## src/rtl/smg_encode_module.sv

```systemverilog
// smg_encode_module: double-dabble BCD converter feeding a scanned three-digit
// seven-segment display; committed digits update atomically at conversion end.
`default_nettype none

module smg_encode_module #(
   parameter int NUM_W    = 10,
   parameter int BLANK_LZ = 1,
   parameter int MAX_VAL  = 999
) (
   input  logic             CLK,
   input  logic             RSTn,
   input  logic [2:0]       Scan_Sig,
   input  logic [NUM_W-1:0] Number_Sig,
   input  logic             Load_Sig,
   output logic             Busy_Sig,
   output logic [7:0]       SMG_Data
);

   localparam int          CNT_W = $clog2(NUM_W + 1);
   localparam logic [31:0] c_MAX = 32'(MAX_VAL);

   typedef enum logic [1:0] {
      S_IDLE   = 2'd0,
      S_CONV   = 2'd1,
      S_COMMIT = 2'd2
   } state_t;

   state_t           r_state, w_state_nxt;
   logic [NUM_W-1:0] r_shift, r_val;
   logic [11:0]      r_scratch, w_adj;
   logic [CNT_W-1:0] r_cnt;
   logic [3:0]       r_h, r_t, r_o, w_h, w_t, w_o;
   logic             r_ovf, w_ovf;
   logic             w_load, w_commit;
   logic [7:0]       r_smg, w_smg;

   function automatic logic [7:0] seg_code(input logic [3:0] d);
      case (d)
         4'd0:    return 8'hC0;
         4'd1:    return 8'hF9;
         4'd2:    return 8'hA4;
         4'd3:    return 8'hB0;
         4'd4:    return 8'h99;
         4'd5:    return 8'h92;
         4'd6:    return 8'h82;
         4'd7:    return 8'hF8;
         4'd8:    return 8'h80;
         4'd9:    return 8'h90;
         default: return 8'hFF;
      endcase
   endfunction

   always_ff @(posedge CLK or negedge RSTn) begin
      if (!RSTn) r_state <= S_IDLE;
      else       r_state <= w_state_nxt;
   end

   // Loads are only accepted in IDLE, so requests during CONV or COMMIT vanish.
   always_comb begin
      w_state_nxt = r_state;
      w_load      = 1'b0;
      w_commit    = 1'b0;
      case (r_state)
         S_IDLE: begin
            if (Load_Sig) begin
               w_load      = 1'b1;
               w_state_nxt = S_CONV;
            end
         end
         S_CONV: begin
            if (r_cnt == CNT_W'(1)) w_state_nxt = S_COMMIT;
         end
         S_COMMIT: begin
            w_commit    = 1'b1;
            w_state_nxt = S_IDLE;
         end
         default: w_state_nxt = S_IDLE;
      endcase
   end

   assign Busy_Sig = (r_state != S_IDLE);

   always_comb begin
      w_adj = r_scratch;
      for (int i = 0; i < 3; i++) begin
         if (r_scratch[i*4 +: 4] >= 4'd5) w_adj[i*4 +: 4] = r_scratch[i*4 +: 4] + 4'd3;
      end
   end

   always_ff @(posedge CLK or negedge RSTn) begin
      if (!RSTn) begin
         r_shift   <= '0;
         r_val     <= '0;
         r_scratch <= '0;
         r_cnt     <= '0;
      end else if (w_load) begin
         r_shift   <= Number_Sig;
         r_val     <= Number_Sig;
         r_scratch <= '0;
         r_cnt     <= CNT_W'(NUM_W);
      end else if (r_state == S_CONV) begin
         {r_scratch, r_shift} <= {w_adj, r_shift} << 1;
         r_cnt                <= r_cnt - 1'b1;
      end
   end

   // Next committed state feeds the display register so new digits appear
   // the cycle right after COMMIT.
   assign w_h   = w_commit ? r_scratch[11:8] : r_h;
   assign w_t   = w_commit ? r_scratch[7:4]  : r_t;
   assign w_o   = w_commit ? r_scratch[3:0]  : r_o;
   assign w_ovf = w_commit ? (32'(r_val) > c_MAX) : r_ovf;

   always_ff @(posedge CLK or negedge RSTn) begin
      if (!RSTn) begin
         r_h   <= '0;
         r_t   <= '0;
         r_o   <= '0;
         r_ovf <= 1'b0;
      end else begin
         r_h   <= w_h;
         r_t   <= w_t;
         r_o   <= w_o;
         r_ovf <= w_ovf;
      end
   end

   always_comb begin
      w_smg = 8'hFF;
      case (Scan_Sig)
         3'b100: begin
            if (w_ovf)                                 w_smg = 8'hBF;
            else if ((BLANK_LZ != 0) && (w_h == 4'd0)) w_smg = 8'hFF;
            else                                       w_smg = seg_code(w_h);
         end
         3'b010: begin
            if (w_ovf)                                                     w_smg = 8'hBF;
            else if ((BLANK_LZ != 0) && (w_h == 4'd0) && (w_t == 4'd0)) w_smg = 8'hFF;
            else                                                           w_smg = seg_code(w_t);
         end
         3'b001: begin
            if (w_ovf) w_smg = 8'hBF;
            else       w_smg = seg_code(w_o);
         end
         default: w_smg = 8'hFF;
      endcase
   end

   always_ff @(posedge CLK or negedge RSTn) begin
      if (!RSTn) r_smg <= 8'hFF;
      else       r_smg <= w_smg;
   end

   assign SMG_Data = r_smg;

endmodule

`default_nettype wire

```

## config.mk

```make
export PLATFORM = sky130hd
export DESIGN_NAME = smg_encode_module
export DESIGN_NICKNAME = d
export VERILOG_FILES = /design/src/rtl/smg_encode_module.sv
export SDC_FILE = /design/constraint.sdc
export NUM_CORES = 1
export LEC_CHECK = 0
export ABC_AREA = 1
export BUFFER_PORTS_ARGS = -buffer_cell sky130_fd_sc_hd__buf_2
export CORE_AREA = 5 5 104 67
export DETAILED_ROUTE_END_ITERATION = 16
export DIE_AREA = 0 0 109 72
export PLACE_DENSITY = 0.84
export SLEW_MARGIN = 20
export SYNTH_ARGS = -nofsm -noshare
export SYNTH_HDL_FRONTEND = slang
export SYNTH_SLANG_ARGS = --single-unit
```

## constraint.sdc

```tcl
create_clock -name CLK -period 5.15 [get_ports CLK]
set_clock_uncertainty 0.1 [all_clocks]
set_input_delay 1.03 -clock CLK [delete_from_list [all_inputs] [get_ports CLK]]
set_output_delay 1.03 -clock CLK [all_outputs]
set_load 0.005 [all_outputs]
```

==> flow_metrics.tcl, run 1 <==
set metrics [dict create \
    status "finished clean" \
    rows 22 \
    holdPathStages 2 \
    path_clk_slew_ns 0.10 \
    die_y_um 72 \
    numCtsBuffers 5 \
    path_class "flop to flop" \
    cts-root-buf "clkbuf_8" \
    report.final.slew_viol_count 0 \
    r2r_cells 9 \
    drc_errors 0 \
    whs_ns 0.384 \
    num_io_pins 25 \
    synth_nets 483 \
    port_buffers 23 \
    grt_pass1_wl_um 12500 \
    timing.fmax_ghz 0.377 \
    ys_ff_latch 55 \
    fin_crit_sh_pct 51.5 \
    core_sq_um 5920 \
    area_growth_pct 8.57 \
    hp-start "r_shift[0]" \
    post-cts-setup-buffers 0 \
    synth.largest_area_cell "dfrtp_1" \
    diodes 0 \
    vias 2930 \
    htreeDepth 2 \
    dieArea_sq_um 7850 \
    seq_area_sq_um 1390 \
    netlist-cell-type-count 36 \
    wl_per_cell_um 12.9 \
    grt_usage_pct 19.7 \
    design_area_sq_um 3710 \
    relSlewSlack_pct 52.9 \
    fill_cells 503 \
    crit_fanout 23 \
    p_leak_nw 1.96 \
    multi_input_area_sq_um 1690 \
    ant_nets 0 \
    hpwlAfterDp_um 5400 \
    grt_pass1_vias 2723 \
    synthCells 446 \
    die_w_um 109 \
    yosysTopAreaCellShare_pct 35.2 \
    ctsHoldBuffers 0 \
    cts_buffer_depth 2 \
    peakVddDrop_uv 283 \
    finalHoldViolations 0 \
    antenna_found_initial 0 \
    cp.required_ns 5.29 \
    synth_area_per_cell_sq_um 7.66 \
    fin_crit_ns 2.65 \
    synthTopCellsByArea "dfrtp_1 (35%), nand2_1 (14%), ha_1 (7.7%)" \
    synthesis.area_sq_um 3420 \
    hold_path_class "flop to flop" \
    grt_overflow_total 0 \
    reg2reg_to "SMG_Data[3]" \
    grt_max_degree 56 \
    fin_setup_tns_ns 0 \
    worstPathArrival_ns 2.79 \
    viasPerCell 5.30 \
    r2r_setup_slack_ns 2.50 \
    cts_sinks 55 \
    power.total_mw 2.15 \
    crit_start "r_state[1]" \
    rsz0062_at_grt "no" \
    reg2reg_from "r_state[1]" \
    max_slew.worst_pin.slew_ns 0.699 \
    layout-drive-gt1-share_pct 16.4 \
    cts-resized-gates 0 \
    clk_latency_ns 0.31 \
    firstDrtPassIters 5 \
    drtIter0Drc 249 \
    gp_congestion 0.855 \
    end_kind "flop" \
    place_area_sq_um 3570 \
    nets 505 \
    cts_tree "built" \
    maxCapViolations 0 \
    min_to "r_shift[0]" \
    setup_violations 0 \
    initial_core_util_pct 57.7 \
    p_per_area_nw_per_um2 581 \
    ys_warn_count 0 \
    drt_wl_total_um 7140 \
    cp-start-kind "flop" \
    synth_seq_area_share_pct 40.5 \
]
-- final cells by class --
| cell class | instances | share of cell area [%] |
|---|---|---|
| tap | 84 | 2.83 |
| timing repair buffer | 25 | 3.51 |
| clock inverter | 3 | 1.82 |
| clock buffer | 5 | 1.86 |
| inverter | 70 | 7.15 |
| sequential | 55 | 37.3 |
| multi-input combinational | 311 | 45.5 |
-- metrics by stage --
stage                     util, %  std cells  setup slack (ns)
after floorplan                 -        446              3.03
after global placement       60.4        545              2.49
after detailed placement     60.4        545              2.46
after CTS                    62.7        553              2.51
after global routing         62.7        553              2.26
final                        62.7        553              2.50
-- how the worst max path moves through the flow --
stage	endpoint	slack, ns	cells past startpoint
2_1_floorplan	SMG_Data[2]	3.03	8
3_3_place_gp	r_scratch[2]	2.49	6
3_5_place_dp	r_shift[8]	2.46	7
4_1_cts	SMG_Data[0]	2.51	9
5_1_grt	SMG_Data[0]	2.26	9
6_report	SMG_Data[3]	2.50	9
-- flip-flops by register name (all words and copies together) (netlist names) --
register / flops
r_o: 4
r_val: 7
r_h: 4
r_t: 4
r_state: 2
r_cnt: 4
SMG_Data: 7
r_shift: 10
r_scratch: 12
r_ovf: 1
-- routing by layer --
metal  GRT usage [%]  share of wire [%]
met3            4.27                6.6
met4            4.76               0.95
met5               0                  0
met1            29.1                 48
met2            29.5                 44
-- power by group --
part / switching [mW] / internal [mW] / total (mW)
Combinational: 0.719 / 0.378 / 1.10
Clock: 0.141 / 0.194 / 0.335
Sequential: 0.105 / 0.618 / 0.723
Total: 0.965 / 1.19 / 2.15
-- worst max-delay path, cell delays in order (launching register included) --
cell	delay, ns
dfrtp_1	0.67
nand2_8	0.20
o21ai_0	0.61
inv_1	0.19
ha_1	0.23
nand3b_1	0.17
nand3_1	0.09
nand2_1	0.05
a21oi_1	0.15
nand3_1	0.10
-- cells by family (layout without fill, tap and decap cells) --
group | Yosys count | in the layout | share of synthesized area (%)
buf+inv | 80 | 103 | 10.1
compound gates | 69 | 69 | 11.3
xor+xnor | 3 | 3 | 0.769
fa+ha+maj | 21 | 21 | 7.69
simple gates | 217 | 217 | 29.5
other cells | 1 | 1 | 0.110
flops | 55 | 55 | 40.5
-- cell usage after synthesis, drive strengths merged --
| cell | number |
|---|---|
| a21oi | 8 |
| a22oi | 1 |
| a31oi | 2 |
| buf | 10 |
| conb | 1 |
| dfrtp | 48 |
| dfstp | 7 |
| ha | 21 |
| inv | 70 |
| nand2 | 144 |
| nand3 | 44 |
| nand3b | 1 |
| nand4 | 1 |
| nor2 | 24 |
| nor3 | 2 |
| o211ai | 3 |
| o21ai | 47 |
| o22ai | 5 |
| o32ai | 3 |
| or2 | 1 |
| xnor2 | 1 |
| xor2 | 2 |
-- cell usage in the layout, fill, tap and decap left out, types with 5 or more instances in the layout --
cell type  count
inv_1         62
inv_2          7
a21oi_1        8
nand2_2       10
dfstp_2        7
o21ai_0       42
ha_1          21
nand3_1       43
o22ai_1        5
clkbuf_8       5
nand2_1      127
nor2_1        19
dfrtp_1       48
buf_2         23
nand2_4        6
No activity file was read; power rests on OpenSTA's default activity.
==> inputs of run 2 (changes only) <==
- CORE_AREA: 5 5 104 67 -> 5 5 109 70
- DIE_AREA: 0 0 109 72 -> 0 0 114 75
- PLACE_DENSITY: 0.84 -> 0.8
- clock period: 5.15 -> 2.39 ns (I/O delays scaled with it)
==> run 2 against run 1 <==
Against the previous run:
- maximum frequency increased by 22%
- core utilization fell by 5.0 points
- highest routed layer unchanged
- critical path type unchanged
- wire length increased by 2.7%
==> flow_metrics.tcl, run 2 (same netlist as run 1, synthesis figures left out) <==
set metrics [dict create \
    status "finished clean" \
    crit_buf_inv 3 \
    path_clk_slew_ns 0.10 \
    end_kind "flop" \
    grt_pass1_wl_um 12800 \
    cp-start-kind "flop" \
    hold_path_class "input port to async pin" \
    nets 512 \
    ant_nets 0 \
    grt_pass1_vias 2765 \
    gp_congestion 0.917 \
    cp.required_ns 2.53 \
    peakVddDrop_uv 516 \
    timing.fmax_ghz 0.460 \
    port_buffers 23 \
    crit_fanout 23 \
    report.final.slew_viol_count 0 \
    wl_per_cell_um 13.0 \
    p_leak_nw 1.98 \
    grt_max_degree 34 \
    layout-drive-gt1-share_pct 17.2 \
    firstDrtPassIters 6 \
    rows 23 \
    crit_slowest_cell "dfrtp_1" \
    drt_wl_total_um 7330 \
    cts_buffer_depth 2 \
    initial_core_util_pct 52.8 \
    fin_crit_ns 2.17 \
    numCtsBuffers 5 \
    clk_latency_ns 0.32 \
    cts_tree "built" \
    grt_overflow_total 0 \
    htreeDepth 2 \
    antenna_found_initial 0 \
    cp_top_family "compound AO/OA/AOI/OAI gates" \
    finalHoldViolations 0 \
    path_class "flop to flop" \
    setup_violations 0 \
    dp.cells 555 \
    die_w_um 114 \
    cpPeakStageDelay_ns 0.45 \
    dieArea_sq_um 8550 \
    max_slew.worst_pin.slew_ns 0.525 \
    drc_errors 0 \
    viasPerCell 5.18 \
    fin_util_pct 57.7 \
    final_cells 563 \
    grt_usage_pct 18.8 \
    path_cells "inv_4, nand2_8, o21ai_0, inv_1, ha_1, inv_1, nand2_1, nand3_1, nand2_1, a21oi_1, nand3_1" \
    largestRegisters "r_scratch (12), r_shift (10)" \
    fin_setup_tns_ns 0 \
    core_sq_um 6470 \
    design_area_sq_um 3730 \
    cts-root-buf "clkbuf_8" \
    place_area_sq_um 3650 \
    rsz0062_at_grt "no" \
    post-cts-setup-buffers 0 \
    top_register "r_scratch" \
    vias 2918 \
    drtIter0Drc 238 \
    num_io_pins 25 \
    layout_common_cells "nand2_1 (127), inv_1 (62), dfrtp_1 (48)" \
    diodes 0 \
    largest_reg_flops 12 \
    fin_crit_sh_pct 90.9 \
    maxCapViolations 0 \
    relSlewSlack_pct 64.6 \
    worstPathArrival_ns 2.31 \
    p_per_area_nw_per_um2 1210 \
    cts_sinks 55 \
    area_growth_pct 9.34 \
    die_y_um 75 \
    final_common_cell "nand2_1" \
    hpwlAfterDp_um 5560 \
]
run 2: cell types whose count changed in the layout (fill, tap and decap cells not counted):
| cell | previous run | this run |
|---|---|---|
| clkbuf_1 | 0 | 2 |
| o21ai_1 | 2 | 3 |
| o21ai_0 | 42 | 41 |
| buf_4 | 2 | 7 |
| clkinv_2 | 0 | 1 |
| bufinv_16 | 2 | 0 |
| buf_12 | 0 | 2 |
| clkinvlp_4 | 1 | 0 |
run 2: layer usage:
metal  vias up  part of all wire (%)  wire, um  global-route usage [%]
met4         0                  0.79        58                    4.22
li1       1472                     -         -                       -
met2        83                    44      3190                    28.6
met1      1359                    50      3650                    27.1
met5         -                     0         0                       0
met3         4                   6.0       437                    4.98
run 2: worst register-to-register path: stages, from the launching register on:
cell and delay, ns:
dfrtp_1 0.45, inv_4 0.16, nand2_8 0.15, o21ai_0 0.27, inv_1 0.12, ha_1 0.31, inv_1 0.05, nand2_1 0.06
nand3_1 0.07, nand2_1 0.05, a21oi_1 0.21, nand3_1 0.10
run 2: cell type report:
type / count / area [sq um]
Timing Repair Buffer: 32 / 208
Fill cell: 586 / 2740
Clock buffer: 7 / 76.3
Sequential cell: 55 / 1390
Tap cell: 87 / 109
Clock inverter: 1 / 5.00
Inverter: 70 / 265
Multi-Input combinational cell: 311 / 1690
run 2: path summary, 6_finish.rpt:
check,slack (ns),startpoint,to,cells after the start
hold reg to reg,0.40,r_val[9],r_val[9],2
setup reg to reg,0.22,r_state[0],SMG_Data[3],11
min in group CLK,0.25,Number_Sig[0],r_shift[0],3
hold / removal,0.02,RSTn,r_scratch[11],1
max in group asynchronous,1.61,RSTn,r_o[3],2
setup / recovery,0.22,r_state[0],SMG_Data[3],11
run 2: through the flow:
step / worst slack (ns) / power (mW) / hold slack (ns)
after floorplan: 0.268 / 3.37 / 0.0824
after global placement: 0.331 / 3.89 / 0.362
after detailed placement: 0.261 / 3.99 / 0.366
after CTS: 0.235 / 4.50 / 0.0496
after global routing: 0.0147 / 4.97 / 0.0677
final: 0.218 / 4.52 / 0.0193
run 2: repair_timing:
action,in CTS,in global routing
gates resized for setup,0,1
hold buffers,0,0
endpoints found under the setup margin,0,1
run 2: report_power, final:
group | internal [mW] | leakage (nW) | switching [mW]
sequential | 1.33 | 0.667 | 0.240
clock | 0.207 | 0.0422 | 0.305
combinational | 0.873 | 1.27 | 1.56
